File: src/rtl/paro_pkg.sv
// Shared types and helpers for the stop ramp: state encoding, brake length and
// selection of the starting stage from the start FSM outputs.
package paro_pkg;

  typedef enum logic [2:0] {IDLE, S100, S50, S30, OFF} state_t;

  localparam int FRENO_TICKS = 2;

  function automatic state_t start_stage(input logic in_30, input logic in_50,
                                         input logic in_100);
    if (in_100)     return S100;
    else if (in_50) return S50;
    else if (in_30) return S30;
    else            return OFF;
  endfunction

endpackage

File: src/rtl/tick_gen_en.sv
// Free-running divider producing a one-clock enable every CLK_DIV clocks,
// used instead of a derived clock.
module tick_gen_en #(
  parameter int CLK_DIV = 50_000_000
) (
  input  logic clk,
  input  logic rst_n,
  output logic tick
);

  localparam int CW = (CLK_DIV > 1) ? $clog2(CLK_DIV) : 1;
  localparam logic [CW-1:0] LAST = CW'(CLK_DIV - 1);

  logic [CW-1:0] cnt;

  always_ff @(posedge clk or negedge rst_n) begin
    if (!rst_n)           cnt <= '0;
    else if (cnt == LAST) cnt <= '0;
    else                  cnt <= cnt + CW'(1);
  end

  assign tick = (cnt == LAST);

endmodule

File: src/rtl/paro_rampa_parcial.sv
// Motor stop ramp: steps a running motor from 100/50/30 % down to off on timed
// holds. Optional brake output freno when PARO_FRENO_EN is defined.
module paro_rampa_parcial
  import paro_pkg::*;
#(
  parameter int CLK_DIV  = 50_000_000,
  parameter int HOLD_100 = 3,
  parameter int HOLD_50  = 3,
  parameter int HOLD_30  = 2
) (
  input  logic clk,
  input  logic reset_n,
  input  logic Parar,
  input  logic Emergencia,
  input  logic in_30,
  input  logic in_50,
  input  logic in_100,
  output logic out_30,
  output logic out_50,
  output logic out_100,
  output logic busy,
  output logic done
`ifdef PARO_FRENO_EN
  ,
  output logic freno
`endif
);

  localparam int H100 = (HOLD_100 < 1) ? 1 : HOLD_100;
  localparam int H50  = (HOLD_50  < 1) ? 1 : HOLD_50;
  localparam int H30  = (HOLD_30  < 1) ? 1 : HOLD_30;
  localparam int HMAX_RAMP = (H100 > H50) ? ((H100 > H30) ? H100 : H30)
                                          : ((H50  > H30) ? H50  : H30);
`ifdef PARO_FRENO_EN
  localparam int HMAX = (HMAX_RAMP > FRENO_TICKS) ? HMAX_RAMP : FRENO_TICKS;
`else
  localparam int HMAX = HMAX_RAMP;
`endif
  localparam int HC_W = $clog2(HMAX) + 1;
  localparam logic [HC_W-1:0] LAST_100 = HC_W'(H100 - 1);
  localparam logic [HC_W-1:0] LAST_50  = HC_W'(H50 - 1);
  localparam logic [HC_W-1:0] LAST_30  = HC_W'(H30 - 1);

  logic            tick;
  state_t          state, state_nxt;
  logic [HC_W-1:0] hold_cnt;
  logic            emer_lat;
  logic            parar_blk;
  logic            hold_clr;

  tick_gen_en #(.CLK_DIV(CLK_DIV)) u_tick (
    .clk   (clk),
    .rst_n (reset_n),
    .tick  (tick)
  );

`ifdef PARO_FRENO_EN
  localparam logic [HC_W-1:0] FRENO_LAST = HC_W'(FRENO_TICKS - 1);

  // Emergencia in IDLE holds the count at zero so the brake window restarts.
  assign parar_blk = freno;
  assign hold_clr  = (state_nxt != state) || (state == IDLE && Emergencia);

  always_ff @(posedge clk or negedge reset_n) begin
    if (!reset_n)
      freno <= 1'b0;
    else if (state_nxt == OFF)
      freno <= 1'b1;
    else if (state == IDLE && !Emergencia && tick && hold_cnt == FRENO_LAST)
      freno <= 1'b0;
  end
`else
  assign parar_blk = 1'b0;
  assign hold_clr  = (state_nxt != state);
`endif

  // emer_lat remembers an emergency already serviced so a held Emergencia
  // does not keep pulsing done from IDLE.
  always_comb begin
    state_nxt = state;
    case (state)
      IDLE: begin
        if (Emergencia) begin
          if (!emer_lat) state_nxt = OFF;
        end else if (Parar && !parar_blk) begin
          state_nxt = start_stage(in_30, in_50, in_100);
        end
      end
      S100: begin
        if (Emergencia)                       state_nxt = OFF;
        else if (tick && hold_cnt == LAST_100) state_nxt = S50;
      end
      S50: begin
        if (Emergencia)                      state_nxt = OFF;
        else if (tick && hold_cnt == LAST_50) state_nxt = S30;
      end
      S30: begin
        if (Emergencia)                      state_nxt = OFF;
        else if (tick && hold_cnt == LAST_30) state_nxt = OFF;
      end
      OFF:     state_nxt = IDLE;
      default: state_nxt = IDLE;
    endcase
  end

  always_ff @(posedge clk or negedge reset_n) begin
    if (!reset_n) begin
      state    <= IDLE;
      hold_cnt <= '0;
      emer_lat <= 1'b0;
    end else begin
      state    <= state_nxt;
      emer_lat <= Emergencia && (emer_lat || state == OFF);
      if (hold_clr)
        hold_cnt <= '0;
      else if (tick && hold_cnt != '1)
        hold_cnt <= hold_cnt + HC_W'(1);
    end
  end

  // Outputs are registered from the next state so they line up with it.
  always_ff @(posedge clk or negedge reset_n) begin
    if (!reset_n) begin
      out_100 <= 1'b0;
      out_50  <= 1'b0;
      out_30  <= 1'b0;
      busy    <= 1'b0;
      done    <= 1'b0;
    end else begin
      out_100 <= (state_nxt == S100);
      out_50  <= (state_nxt == S50);
      out_30  <= (state_nxt == S30);
      busy    <= (state_nxt == S100) || (state_nxt == S50) || (state_nxt == S30);
      done    <= (state_nxt == OFF);
    end
  end

endmodule
File: config.mk
export PLATFORM = sky130hd
export DESIGN_NAME = paro_rampa_parcial
export DESIGN_NICKNAME = d
export VERILOG_FILES = /design/src/rtl/paro_pkg.sv /design/src/rtl/tick_gen_en.sv /design/src/rtl/paro_rampa_parcial.sv
export SDC_FILE = /design/constraint.sdc
export NUM_CORES = 1
export LEC_CHECK = 0
export CAP_MARGIN = 20
export CORE_MARGIN = 5
export CORE_UTILIZATION = 30
export DETAILED_ROUTE_END_ITERATION = 10
export GPL_TIMING_DRIVEN = 0
export HOLD_SLACK_MARGIN = 0.06
export SETUP_SLACK_MARGIN = 0.05
export SKIP_CTS_REPAIR_TIMING = 1
export SLEW_MARGIN = 20
export SYNTH_ARGS = -nofsm -noshare
export SYNTH_HDL_FRONTEND = slang
export SYNTH_SLANG_ARGS = --single-unit
File: constraint.sdc
create_clock -name clk -period 1.9 [get_ports clk]
set_clock_uncertainty 0.1 [all_clocks]
set_input_delay 0.19 -clock clk [delete_from_list [all_inputs] [get_ports clk]]
set_output_delay 0.19 -clock clk [all_outputs]
set_load 0.1 [all_outputs]
; Word-level counts from Yosys, hierarchy flattened
; Cells that the tools add are included.
; Widths: inputs -> output; s select.
[totals]
register_bits = 38
inputBits = 7
output_inout_bits = 5
elab_cells = 49
[op_classes]
addsub = 2
n_eq_ne = 13
n_mux = 16
reduce_logical = 9
[ops]
columns = operator, n
row1 = $mux 3, 14
row2 = $add 26x1->26 const B, 1
row3 = $eq 26x26->1 const B, 1
row4 = $mux 26, 1
row5 = $eq 3x2->1 const B, 5
row6 = $pmux 3 s4, 1
row7 = $eq 3x1->1 const B, 3
row8 = $eq 3x3->1 const B, 2
row9 = $logic_and 1x1->1, 4
row10 = $add 3x1->3 const B, 1
row11 = $logic_not 3->1, 1
row12 = $logic_or 1x1->1, 3
row13 = $ne 3x3->1, 1
row14 = $ne 3x3->1 const B, 1
row15 = $reduce_bool 2->1, 1

; Longest topological paths before layout
[logic_depth]
word_depth = 9
ltp_mapped = 7
depth_no_buf = 7

; By module
; Synthesis repeated with hierarchy kept, for this count alone.
[hier_totals]
hier_cells = 208
hier_area_um2 = 2039.5
[by_module_without_submodules]
columns = module, n_inst, cells_each, area_each_um2, seq_area_each_um2
row1 = tick_gen_en, 1, 134, 1337.5, 650.6
row2 = paro_rampa_parcial, 1, 74, 701.9, 300.3

; Worst setup path before layout
; Ideal clock, no wire load.
[synth_path]
path_type = register to register
from = register u_tick.cnt[7]
to = register hold_cnt[1]
setup_time_ns = 0.101
arrival_ns = 1.843
t_required_ns = 1.699
slack_ns = -0.144
stages_incl_launch_ff = 6
path_buffers = 0
synth_period_minus_slack_ns = 2.044
cell_sequence = dfrtp_1 > nor4b_1 > nand4_1 > nor4_4 > mux2_2 > nor4_1
[synth_via]
elab_chain_len = 7
word_cells_on_any_way = 14
cone_classes = eq/ne: 2 / mux: 8 / reduce/logical: 4
[synth_rtl]
columns = item, line_no
row1 = start: declaration, tick_gen_en.sv:14  ; logic [CW-1:0] cnt;
row2 = start signal: assignment, tick_gen_en.sv:19  ; else cnt <= cnt + CW'(1);
row3 = $eq 26x26->1 *, tick_gen_en.sv:22  ; assign tick = (cnt == LAST);
row4 = $logic_and 1x1->1 (on tied branches), "paro_rampa_parcial.sv:99, paro_rampa_parcial.sv:91, paro_rampa_parcial.sv:95"
row5 = $mux 3 (on tied branches), "paro_rampa_parcial.sv:99, paro_rampa_parcial.sv:91, paro_rampa_parcial.sv:95"
row6 = $mux 3 (on tied branches), "paro_rampa_parcial.sv:98, paro_rampa_parcial.sv:90, paro_rampa_parcial.sv:94"
row7 = $pmux 3 s4, paro_rampa_parcial.sv:81  ; case (state)
row8 = $ne 3x3->1, paro_rampa_parcial.sv:74  ; assign hold_clr = (state_nxt != state);
row9 = $mux 3 / $reduce_bool 2->1 (equally long branches), --
row10 = end signal: assignment, paro_rampa_parcial.sv:117  ; hold_cnt <= hold_cnt + HC_W'(1);
row11 = end: declaration, paro_rampa_parcial.sv:46  ; logic [HC_W-1:0] hold_cnt;
; Mark *: on every way between the ends. The rest lies on a longest branch, timed or not.
; A chain may end at the register's enable or synchronous reset.

; Worst setup path in the final report
[layout_path]
from = register u_tick.cnt[0]
to = register out_50
[layout_via]
elab_chain_len = 6
word_cells_on_any_way = 11
cone_classes = eq/ne: 2 / mux: 7 / reduce/logical: 2
[layout_rtl]
columns = item, line_no
row1 = $eq 26x26->1 *, tick_gen_en.sv:22
row2 = $logic_and 1x1->1 (on tied branches), "paro_rampa_parcial.sv:99, paro_rampa_parcial.sv:91, paro_rampa_parcial.sv:95"
row3 = $mux 3 (on tied branches), "paro_rampa_parcial.sv:99, paro_rampa_parcial.sv:91, paro_rampa_parcial.sv:95"
row4 = $mux 3 (on tied branches), "paro_rampa_parcial.sv:98, paro_rampa_parcial.sv:90, paro_rampa_parcial.sv:94"
row5 = $pmux 3 s4 *, paro_rampa_parcial.sv:81
row6 = $eq 3x2->1 *, paro_rampa_parcial.sv:131  ; out_50 <= (state_nxt == S50);
row7 = end signal: assignment, paro_rampa_parcial.sv:131
row8 = end: declaration, paro_rampa_parcial.sv:19  ; output logic out_50,
; Marked as above.

==> results.txt <==
status - complete, but fails checks
failing checks - negative setup slack
RSZ-0062 raised after global routing - true
design area - 2690 sq um
share of post-route cells with drive strength above 1 - 0.246
post-synthesis simple-gate area fraction - 0.261
total grt overflow - 0
reg-to-reg setup timing slack - -0.16 ns
post-DP HPWL - 3030 microns
CTS tree - done
Post-Syn Instances - 206
# setup viols final - 9
Vias - 1,620
WL per Instance - 14.1 microns
Yosys cell types - 40
clock tree sinks - 38
WL final - 4510 microns
Final nets - 252
Post-Synth XOR/XNOR Area - 0.0973
startpoint types - flop
Iter 0 DRT Violations - 102
worst skew pair latency - 0.29 ns
RR Endpoint - out_50$_DFF_PN0_
routability cong. - 0.839
Longest Clk Path Bufs - 2
Post-Synthesis Cell Area - 2070 sq um
Fin. Hold Viols - 0
most common cell after layout, fill and taps aside - dfrtp_1
compound-cell area share of the yosys netlist - 0.100
routed vias/inst - 5.06
Adder-Cell Fraction of Synth Area - 0.0302
Fin Hold WS - 0.267 ns
Seq pwr share - 0.456
Net Sw Frac - 0.270
GRT Total Usage - 0.102
Port Buffers - 11
PD cells - 687 nW/um^2
number of global-route vias before repair - 1,503
Peak VDD IR - 232 uV
Crit. End Element - flop
max cap viols - 0
clock buffer count from CTS - 5
placed insts - 298
P_sw - 498 uW
Synth warnings - 0
Logic pwr share - 0.168
Worst EP arrival - 2.14 ns
hold crit path type - input pin to async pin
mux share of post-synthesis cell area - 0.0212
r2r startpoint - u_tick.cnt[0]$_DFF_PN0_
post-route ant nets - 0
kind of critical path - flop to flop
clock power share - 0.377
Synth Register Bits - 38
Max Fclk - 485 MHz
number of synthesized flops with an enable pin - 0
largest family of logic cells by synthesized area - simple AND/OR/NAND/NOR gates
Critical Path Sink - out_50$_DFF_PN0_
fin cells - 320
max_slew headroom - 0.350
Seq/Total Area, Yosys - 0.459
most frequent cells in the layout - dfrtp_1 (35), nor2_1 (26), buf_4 (17), nand2_1 (14), xor2_1 (13)
Initial Util - 0.306
crit path launch - u_tick.cnt[0]$_DFF_PN0_
DP Worst Slack - -0.642 ns
Final min period - 2.06 ns
pins over their slew limit - 0
largest net degree at the start of global routing - 24
I/O pin count - 12
placed cell area - 2320 sq um
DRT Pass-1 Iters - 4
critical-path maximum fanout - 4
# DRC - 0
Slew @ Worst Pin - 0.973 ns
worst endpoint required time - 1.98 ns
area of the core - 6760 sq um
Area Growth Syn to Fin - 29.8%
register clock-pin slew on the reported worst setup and hold paths - 0.07 ns
site row count - 30
Top FF cell, synth - dfrtp_1
Die H - 93.1 microns
final setup margin - -0.160 ns
Syn Area/Cell - 10.0 sq um
H-tree levels - 2
first-pass GRT wire length - 7170 microns
total die area - 8660 sq um
reg2reg path depth - 7
asr flop ratio synth - 1.00
initial antenna violation count - 0
number of diodes - 0
leakage - 0.00124 uW
Post-Syn Nets - 218
Internal - 1350 uW
clk root buf - clkbuf_8
crit share post-route - 1.08
Die W - 93.1 microns
[routing by layer]
| metal | track usage | routed length [microns] | part of all wire | up-vias |
|---|---|---|---|---|
| li1 | - | - | - | 802 |
| met1 | 0.142 | 2190 | 0.49 | 790 |
| met2 | 0.158 | 2140 | 0.48 | 22 |
| met3 | 0.0193 | 115 | 0.026 | 6 |
| met4 | 0.0366 | 57 | 0.013 | 0 |
| met5 | 0 | 0 | 0 | - |
[power groups by stage]
stage | combinational, uW | sequential, uW | clock [uW]
after floorplan | 112 | 945 | 0
after global placement | 285 | 856 | 0
after detailed placement | 290 | 856 | 0
after CTS | 291 | 841 | 716
after global routing | 331 | 844 | 750
final | 309 | 841 | 696
[synth_stat cells (2+ instances only)]
master    number  area (sq um)
inv_1          8          30.0
o21ai_0        6          30.0
and4_1         4          35.0
xnor2_1       10          87.6
nor2b_1        5          31.3
buf_4          3          22.5
ha_1           5          62.6
nor3_1         7          35.0
nor2_1        27           101
o21a_1         2          15.0
or2_2          3          18.8
nand4_1        8          50.1
a31oi_1        2          12.5
nand2_1       15          56.3
xor2_1        13           114
a21oi_1        5          25.0
dfrtp_1       38           951
o211ai_1       3          22.5
mux2_2         3          33.8
buf_2          2          10.0
nor4_1         6          37.5
a22oi_1        3          22.5
nand3_1       10          50.1
and2b_2        2          17.5
[critical path, cell delays in order, from the launching register on]
cell	delay (ns)
dfrtp_1	0.39
ha_2	0.19
buf_6	0.11
nand2_4	0.05
or4_4	0.54
nor2_4	0.11
mux2_4	0.29
o21a_1	0.16
[area by class of cell]
class                      instances  area, sq um
inverter                           8         30.0
sequential                        38          955
multi-input combinational        155         1190
clock buffer                       6         82.6
fill                             658         4070
clock inverter                     1         30.0
timing repair buffer              27          260
buffer                             5         38.8
tap                               80          100
[worst min path at each step]
stage / startpoint / depth (start not counted) / slack, ns / to
2_1_floorplan: reset_n / 0 / -0.21 / busy$_DFF_PN0_
3_3_place_gp: u_tick.cnt[0]$_DFF_PN0_ / 1 / 0.38 / u_tick.cnt[0]$_DFF_PN0_
3_5_place_dp: reset_n / 1 / 0.05 / out_50$_DFF_PN0_
4_1_cts: reset_n / 1 / -0.26 / u_tick.cnt[0]$_DFF_PN0_
5_1_grt: reset_n / 2 / 0.30 / u_tick.cnt[23]$_DFF_PN0_
6_report: reset_n / 2 / 0.27 / emer_lat$_DFF_PN0_
[through the flow]
stage           util  TNS, ns  total power (uW)
4_1_cts        0.359   -11.79              1850
2_1_floorplan      -   -0.982              1060
3_5_place_dp   0.343   -12.03              1150
3_3_place_gp   0.339   -26.19              1140
6_report       0.398   -0.828              1850
5_1_grt        0.398    -1.93              1930
[logic make-up after synthesis]
group / count (synthesis)
muxes: 4
and+or+nand+nor: 96
buffers and inverters: 13
xor gates and xnor gates: 23
adders and majority gates: 5
DFF: 38
AOI/OAI and AO/OA: 27
[registers in the layout, indices dropped and copies added (netlist names)]
name	cells
out_100	1
busy	1
done	1
out_30	1
emer_lat	1
out_50	1
state	3
u_tick.cnt	26
hold_cnt	3
(Power assumes the default switching activity.)
